**src/rtl/i2s_master_sequencer_if.sv**
```systemverilog
// Pair-delivery handshake between the I2S capture sequencer and its consumer.
// The master side presents a left/right sample pair; the slave side accepts it with out_ready.
interface i2s_master_sequencer_if #(
  parameter int unsigned SDSIZE = 24
);
  logic [SDSIZE-1:0] out_left;
  logic [SDSIZE-1:0] out_right;
  logic              out_valid;
  logic              out_ready;

  modport master (output out_left, output out_right, output out_valid, input out_ready);
  modport slave  (input out_left, input out_right, input out_valid, output out_ready);
endinterface

```
**src/rtl/i2s_master_sequencer.sv**
```systemverilog
// I2S master capture sequencer: generates bclk/lrclk, shifts in left/right slots
// (MSB one bit after the lrclk edge) and hands out completed pairs on a valid/ready port.
module i2s_master_sequencer #(
  parameter int unsigned CLK_DIV   = 4,
  parameter int unsigned SLOT_BITS = 32,
  parameter int unsigned SDSIZE    = 24
) (
  input  logic clk,
  input  logic rst,
  input  logic enable,
  input  logic i2s_dout,
  output logic bclk,
  output logic lrclk,
  output logic busy,
  output logic overrun,
  input  logic clr_overrun,
  i2s_master_sequencer_if.master pair
);
  localparam int unsigned DIV_W = 8;
  localparam int unsigned BIT_W = (SLOT_BITS > 1) ? $clog2(SLOT_BITS) : 1;

  typedef enum logic [1:0] {IDLE, RUN, STOPPING} state_t;

  state_t            state;
  state_t            state_next;
  logic [DIV_W-1:0]  div;
  logic [BIT_W-1:0]  bit_cnt;
  logic [SDSIZE-1:0] shift;
  logic [SDSIZE-1:0] shift_next;
  logic [SDSIZE-1:0] hold_left;
  logic              tick;
  logic              rise;
  logic              fall;
  logic              frame_end;
  logic              data_bit;
  logic              cap_left;
  logic              cap_pair;
  logic              overwrite;

  assign busy = (state != IDLE);

  always_comb begin
    tick       = (state != IDLE) && (div == DIV_W'(CLK_DIV - 1));
    rise       = tick && !bclk;
    fall       = tick && bclk;
    frame_end  = fall && lrclk && (bit_cnt == BIT_W'(SLOT_BITS - 1));
    data_bit   = (bit_cnt >= BIT_W'(1)) && (bit_cnt <= BIT_W'(SDSIZE));
    shift_next = (shift << 1) | SDSIZE'(i2s_dout);
    cap_left   = rise && !lrclk && (bit_cnt == BIT_W'(SDSIZE));
    cap_pair   = rise && lrclk && (bit_cnt == BIT_W'(SDSIZE));
    overwrite  = cap_pair && pair.out_valid && !pair.out_ready;
  end

  always_ff @(posedge clk or negedge rst) begin
    if (!rst) state <= IDLE;
    else      state <= state_next;
  end

  // Stopping only leaves for IDLE on the falling edge that closes the right slot.
  always_comb begin
    state_next = state;
    case (state)
      IDLE:     if (enable) state_next = RUN;
      RUN:      if (!enable) state_next = STOPPING;
      STOPPING: begin
        if (enable)         state_next = RUN;
        else if (frame_end) state_next = IDLE;
      end
      default:  state_next = IDLE;
    endcase
  end

  // The frame-end falling toggle naturally returns bclk, lrclk, bit and divider to zero.
  always_ff @(posedge clk or negedge rst) begin
    if (!rst) begin
      div       <= '0;
      bclk      <= 1'b0;
      lrclk     <= 1'b0;
      bit_cnt   <= '0;
      shift     <= '0;
      hold_left <= '0;
    end else if (state == IDLE) begin
      div     <= '0;
      bclk    <= 1'b0;
      lrclk   <= 1'b0;
      bit_cnt <= '0;
    end else begin
      if (tick) begin
        div  <= '0;
        bclk <= ~bclk;
      end else begin
        div <= div + 1'b1;
      end
      if (fall) begin
        if (bit_cnt == BIT_W'(SLOT_BITS - 1)) begin
          bit_cnt <= '0;
          lrclk   <= ~lrclk;
        end else begin
          bit_cnt <= bit_cnt + 1'b1;
        end
      end
      if (rise && data_bit) shift <= shift_next;
      if (cap_left) hold_left <= shift_next;
    end
  end

  // A completing pair always loads; an unaccepted old pair is what flags overrun.
  always_ff @(posedge clk or negedge rst) begin
    if (!rst) begin
      pair.out_left  <= '0;
      pair.out_right <= '0;
      pair.out_valid <= 1'b0;
      overrun        <= 1'b0;
    end else begin
      if (cap_pair) begin
        pair.out_left  <= hold_left;
        pair.out_right <= shift_next;
        pair.out_valid <= 1'b1;
      end else if (pair.out_ready) begin
        pair.out_valid <= 1'b0;
      end
      if (overwrite)        overrun <= 1'b1;
      else if (clr_overrun) overrun <= 1'b0;
    end
  end
endmodule

```
**src/flat_wrapper.sv**
```systemverilog
// flat-port wrapper written by rule: the top's interface ports become plain ports
module i2s_master_sequencer_flat 
#(
  parameter int unsigned CLK_DIV   = 4,
  parameter int unsigned SLOT_BITS = 32,
  parameter int unsigned SDSIZE    = 24
)
  (clk, rst, enable, i2s_dout, bclk, lrclk, busy, overrun, clr_overrun, pair_out_left, pair_out_right, pair_out_valid, pair_out_ready);
  i2s_master_sequencer_if #(.SDSIZE(SDSIZE)) pair_i ();
  input  logic clk;
  input  logic rst;
  input  logic enable;
  input  logic i2s_dout;
  output logic bclk;
  output logic lrclk;
  output logic busy;
  output logic overrun;
  input  logic clr_overrun;
  output wire logic [$bits(pair_i.out_left)-1:0] pair_out_left;
  output wire logic [$bits(pair_i.out_right)-1:0] pair_out_right;
  output wire logic [$bits(pair_i.out_valid)-1:0] pair_out_valid;
  input wire logic [$bits(pair_i.out_ready)-1:0] pair_out_ready;
  assign pair_out_left = pair_i.out_left;
  assign pair_out_right = pair_i.out_right;
  assign pair_out_valid = pair_i.out_valid;
  assign pair_i.out_ready = pair_out_ready;
  i2s_master_sequencer #(.CLK_DIV(CLK_DIV), .SLOT_BITS(SLOT_BITS), .SDSIZE(SDSIZE)) u_core (.clk(clk), .rst(rst), .enable(enable), .i2s_dout(i2s_dout), .bclk(bclk), .lrclk(lrclk), .busy(busy), .overrun(overrun), .clr_overrun(clr_overrun), .pair(pair_i));
endmodule
```
**config.mk**
```make
export PLATFORM = sky130hd
export DESIGN_NAME = i2s_master_sequencer_flat
export DESIGN_NICKNAME = d
export VERILOG_FILES = /design/src/rtl/i2s_master_sequencer_if.sv /design/src/rtl/i2s_master_sequencer.sv /design/src/flat_wrapper.sv
export SDC_FILE = /design/constraint.sdc
export NUM_CORES = 1
export LEC_CHECK = 0
export BUFFER_PORTS_ARGS = -buffer_cell sky130_fd_sc_hd__buf_2
export CAP_MARGIN = 20
export CELL_PAD_IN_SITES_DETAIL_PLACEMENT = 1
export CELL_PAD_IN_SITES_GLOBAL_PLACEMENT = 2
export CORE_UTILIZATION = 40
export DETAILED_ROUTE_END_ITERATION = 8
export PLACE_DENSITY = 0.87
export SLEW_MARGIN = 10
export SYNTH_ARGS = -nofsm -noshare
export SYNTH_HDL_FRONTEND = slang
export SYNTH_SLANG_ARGS = --single-unit
```
**constraint.sdc**
```tcl
create_clock -name clk -period 4.7 [get_ports clk]
set_input_delay 0.47 -clock clk [delete_from_list [all_inputs] [get_ports clk]]
set_output_delay 0.47 -clock clk [all_outputs]
set_load 0.05 [all_outputs]
```
==> results.toml, run 1 <==
[outcome]
status = "completed"

[detailed_routing]
ant_nets = 0
drtIter0Drc = 134
routedWlPerCell_um = 17.57
vias_per_cell = 5.046
drc = 0
drt-total-wl_mm = 9.170
first_pass_iters = 3
vias = 2634

[global_route]
antenna_found_initial = 0
grt_overflow_total = 0
grt_pass1_wl_mm = 15.19
gr-usage-all-layers_pct = 17.42
grt_max_degree = 82
grt_pass1_vias = 2879

[die]
initial_core_util_pct = 41.72
die_x_um = 109.3
core_um2 = 11030
core.rowCount = 38
die_y_um = 109.3
dieArea_um2 = 11940
io_pins = 59

[place]
placed_cell_area_um2 = 5027
dp_hpwl_mm = 5.840
dp.cells = 489
io_buffers = 58
place_congestion = 0.7935

[flow_run]
maxCapViolCount = 0

[power_and_ir_drop]
peakVddDrop_mv = 0.2160
powerDensity_nw_per_um2 = 417.9
leakagePower_nw = 3.014

[cts]
ctsResizeCount = 0
cts_buffers = 17
hold_buffers = 0
clockRootBuffer = "clkbuf_16"
cts_setup_buffers = 0
cts_tree = "yes"
h-tree-depth = 4
clkTransAtPathRegs_ns = 0.05
cts.sinks = 114
clock_path_buffers = 2
clock_latency_ns = 0.41

[logic_synthesis]
synth_fp_nets = 308
synth_ff_type = "dfrtp_1"
synth_edf_count = 0
syn_inst = 297
ys_ff_latch = 114
yosysWarnings = 0
syn-cell-area_um2 = 4602
syn_avg_cell_area_um2 = 15.49
synth_cell_types = 38
ys_seq_area_share_pct = 61.99
async_flop_share_pct = 100.0

[cells_and_area]
fin_area_um2 = 5643
final_cell_mix = "dfrtp_1 (114), mux2_2 (65), buf_2 (57), mux2_4 (20), clkbuf_16 (17)"
final_common_cell = "dfrtp_1"
drive_above_1_share_pct = 48.17
syn2layout_area_growth_pct = 22.62
fin_nets = 381
fin_cells = 522
antenna_cells = 0

[timing]
period_needed_ns = 2.582
fmax_mhz = 387.2
tightest_slew_ns = 0.5908
rsz0062_at_grt = "false"
finalSetupViolCount = 0
tns_ns = 0
relSlewSlack_pct = 60.57
drv_slew = 0
hold_violations = 0
fin_crit_sh_pct = 54.95
fin_skew_ns = 0.01017

[setup_path]
slowest_delay_ns = 0.48
cp_max_fo = 30
cp-start-kind = "flip-flop"
critPathSlowestCell = "buf_4"
r2r_setup_slack_ns = 2.12
critical_path_class = "flip-flop to flip-flop"
cp.arrival_ns = 2.86
critPathRequiredTime_ns = 4.98
path_cells = "ha_1, nor3b_2, and3_1, nand3_2, buf_4, mux2_1"
crit_path_end_kind = "flip-flop"

[min_path]
hp-class = "input pin to flip-flop"
==> sequential cells by signal (all words and copies together) (netlist names), 2 cells and up <==
name,count
u_core.shift,23
u_core.pair.out_right,24
u_core.div,8
u_core.state,2
u_core.pair.out_left,24
u_core.hold_left,24
u_core.bit_cnt,5
==> cell type report <==
type / count / area [um^2]
inverter: 5 / 18.77
clock buffer: 27 / 533.0
clock inverter: 4 / 45.04
multi-input combinational: 168 / 1658
fill: 1095 / 5388
sequential: 114 / 2853
tap: 140 / 175.2
timing repair buffer: 64 / 360.3
==> final timing paths <==
check                                   start                  endpoint  cells after the start
worst max register to register  u_core.div[0]  u_core.pair.out_left[15]                      6
worst max-delay path            u_core.div[0]  u_core.pair.out_left[15]                      6
max in group asynchronous                 rst       u_core.hold_left[9]                      4
min in group asynchronous                 rst  u_core.pair.out_right[9]                      2
worst min register to register  u_core.div[0]             u_core.div[0]                      1
worst min-delay path                   enable           u_core.state[1]                      2
==> layer usage <==
metal  vias up  GRT usage, %  wire (um)
li1       1199             -          -
met1      1388         22.29       4169
met2        42         27.04       4584
met3         5         5.918        321
met4         0         7.143         95
met5         -             0          0
==> report_power, final <==
part           leakage, nW  internal [mW]  switching (mW)
registers             1.58           1.00          0.0238
logic                 1.14         0.0339          0.0756
clock network        0.289          0.819           0.405
total                 3.01           1.85           0.504
==> cell usage after synthesis, drive strengths merged, types with 2 or more instances <==
library cell / n / area (um^2)
o21ai: 3 / 15.01
nand3: 5 / 25.02
ha: 5 / 62.56
buf: 10 / 77.57
and3: 5 / 31.28
nor2: 14 / 55.06
nand2: 6 / 25.03
mux2: 95 / 1145
dfrtp: 114 / 2853
a21oi: 4 / 20.02
xnor2: 3 / 26.28
inv: 5 / 18.77
or4: 2 / 15.01
nand2b: 2 / 12.51
nor3: 3 / 31.28
nand4: 2 / 12.51
xor2: 6 / 52.55
==> cell families after synthesis <==
logic type,after synthesis,share of synthesized area [%]
buf+inv,15,2.093
fa+ha+maj,5,1.359
xor+xnor,9,1.713
compound gates,11,1.414
simple gates,47,6.335
mux,96,25.10
flops,114,61.99
==> worst max-delay path: cells and delay by family, from the launching register on <==
kind	cells	cell delay, ns
and+or+nand+nor	3	1.01
buffers and inverters	1	0.48
DFF	1	0.38
muxes	1	0.36
adders and majority gates	1	0.20
==> through the flow <==
step	power, mW	hold slack, ns	worst slack (ns)	utilization (%)
final	2.358	0.2440	2.118	51.16
after floorplan	1.101	0.1744	2.726	-
after global placement	1.144	0.4634	2.218	45.58
after global routing	2.443	0.2427	1.909	51.16
after CTS	2.388	0.2249	2.088	50.82
after detailed placement	1.149	0.4751	2.134	45.58
No activity file was read; power rests on OpenSTA's default activity.
==> inputs of run 2 (changes only) <==
clock period = 2.7 ns   (was 4.7 ns; I/O delays follow)
==> run 2 against run 1 <==
Setup slack got worse by 1.6 ns. Non-clock buffer count decreased by 1. Via count increased by 0.19%. Power increased by 73%. Sequential cell count unchanged. First-iteration DRC count decreased by 12%. Hold slack got worse by 0.20 ns. Routed wire length increased by 0.51%. Core utilization about the same. Count of clock-buffer cells in the layout decreased by 6. Clock power increased by 74%. Largest power group unchanged. Highest routed layer unchanged.
==> results.toml, run 2 (same netlist as run 1, synthesis figures left out) <==
[global_route]
gr-usage-all-layers_pct = 17.75
grt_overflow_total = 0
grt_max_degree = 79
antenna_found_initial = 0
grt_pass1_wl_mm = 15.35
grt_pass1_vias = 2878

[flow_run]
maxCapViolCount = 0

[die]
die_y_um = 109.3
dieArea_um2 = 11940
core.rowCount = 38
die_x_um = 109.3
core_um2 = 11030
io_pins = 59
initial_core_util_pct = 41.72

[cells_and_area]
fin_nets = 380
final_common_cell = "dfrtp_1"
final_cell_mix = "dfrtp_1 (114), mux2_2 (65), buf_2 (57), mux2_4 (20), clkbuf_16 (17)"
drive_above_1_share_pct = 48.17
top_regs = "u_core.hold_left (24), u_core.pair.out_left (24), u_core.pair.out_right (24)"
antenna_cells = 0
syn2layout_area_growth_pct = 22.51
fin_area_um2 = 5638

[detailed_routing]
drt-total-wl_mm = 9.217
first_pass_iters = 4
drc = 0
drtIter0Drc = 118
ant_nets = 0
wl_met1_mm = 4.000
wl_met2_mm = 4.693
vias_per_cell = 5.056
vias = 2639
highest_layer = "met4"
routedWlPerCell_um = 17.66
wl_met3_um = 378

[timing]
tightest_slew_ns = 0.5017
period_needed_ns = 2.160
hold_ws_ns = 0.04117
tns_ns = 0
finalSetupViolCount = 0
fin_crit_sh_pct = 80.00
fmax_mhz = 463.0
fin_ws_ns = 0.5401
drv_slew = 0
rsz0062_at_grt = "false"
hold_violations = 0
relSlewSlack_pct = 66.55
fin_skew_ns = 0.009326

[cts]
hold_buffers = 1
cts_tree = "yes"
cts_setup_buffers = 0
h-tree-depth = 4
ctsResizeCount = 0
cts_buffers = 17
clock_path_buffers = 2
clockRootBuffer = "clkbuf_16"
cts.sinks = 114
clkTransAtPathRegs_ns = 0.06
clock_latency_ns = 0.41

[place]
placed_cell_area_um2 = 5065
place_congestion = 0.7583
io_buffers = 58
pre_cts_ws_ns = 0.5585
dp_hpwl_mm = 5.746

[setup_path]
crit_path_end_kind = "flip-flop"
critical_path_class = "flip-flop to flip-flop"
r2r_cells = 7
cp-start-kind = "flip-flop"
cp.arrival_ns = 2.45
critPathRequiredTime_ns = 2.99
cp_max_fo = 24

[power_and_ir_drop]
powerDensity_nw_per_um2 = 725.0
peakVddDrop_mv = 0.3608
leakagePower_nw = 2.999

[min_path]
hp-class = "input pin to flip-flop"
whs_path_depth = 2

[outcome]
status = "completed"
## run 2: cell count changes in the layout (fill, tap and decap cells not counted)
cell        previous run  this run
buf_12                 0         3
buf_16                 1         0
buf_4                  5         2
bufinv_16              1         2
clkbuf_8               7         1
clkinv_2               3         6
clkinvlp_4             0         3
## run 2: metrics by stage
step | util (%) | cells | total power, mW
finish | 51.11 | 522 | 4.087
global route | 51.11 | 522 | 4.236
CTS | 51.11 | 522 | 4.132
detailed placement | 45.92 | 489 | 1.998
global placement | 45.92 | 489 | 1.992
floorplan | - | 297 | 1.917
## run 2: cell type report
type / count / area (um^2)
flip-flops and latches: 114 / 2853
inverters: 5 / 18.77
clock inverters: 11 / 112.6
repair buffers: 63 / 370.4
clock buffers: 21 / 450.4
fillers: 1097 / 5393
well taps: 140 / 175.2
multi-input cells: 168 / 1658
## run 2: final timing paths
| check | slack (ns) | from | end |
|---|---|---|---|
| worst min-delay path | 0.04 | enable | u_core.state[1] |
| worst min register to register | 0.48 | u_core.hold_left[6] | u_core.hold_left[6] |
| worst max register to register | 0.54 | u_core.bit_cnt[1] | u_core.hold_left[12] |
| worst max-delay path | 0.54 | u_core.bit_cnt[1] | u_core.hold_left[12] |
| min in group asynchronous | 0.38 | rst | u_core.pair.out_right[11] |
| max in group asynchronous | 1.54 | rst | u_core.pair.out_valid |
## run 2: power breakdown
part	internal [mW]	switching, mW
combinational	0.0576	0.129
sequential	1.74	0.0398
clock	1.37	0.752
## run 2: worst max-delay path: stages (launching register included)
cell     delay, ns
dfrtp_1       0.46
inv_1         0.12
ha_1          0.17
and4b_1       0.20
and3_1        0.19
and3b_1       0.17
buf_4         0.33
mux2_2        0.40
## run 2: per-layer routing
layer,global-route usage [%],vias up
met1,22.24,1393
met4,6.571,0
li1,-,1189
met2,28.44,46
met5,0,-
met3,6.037,11
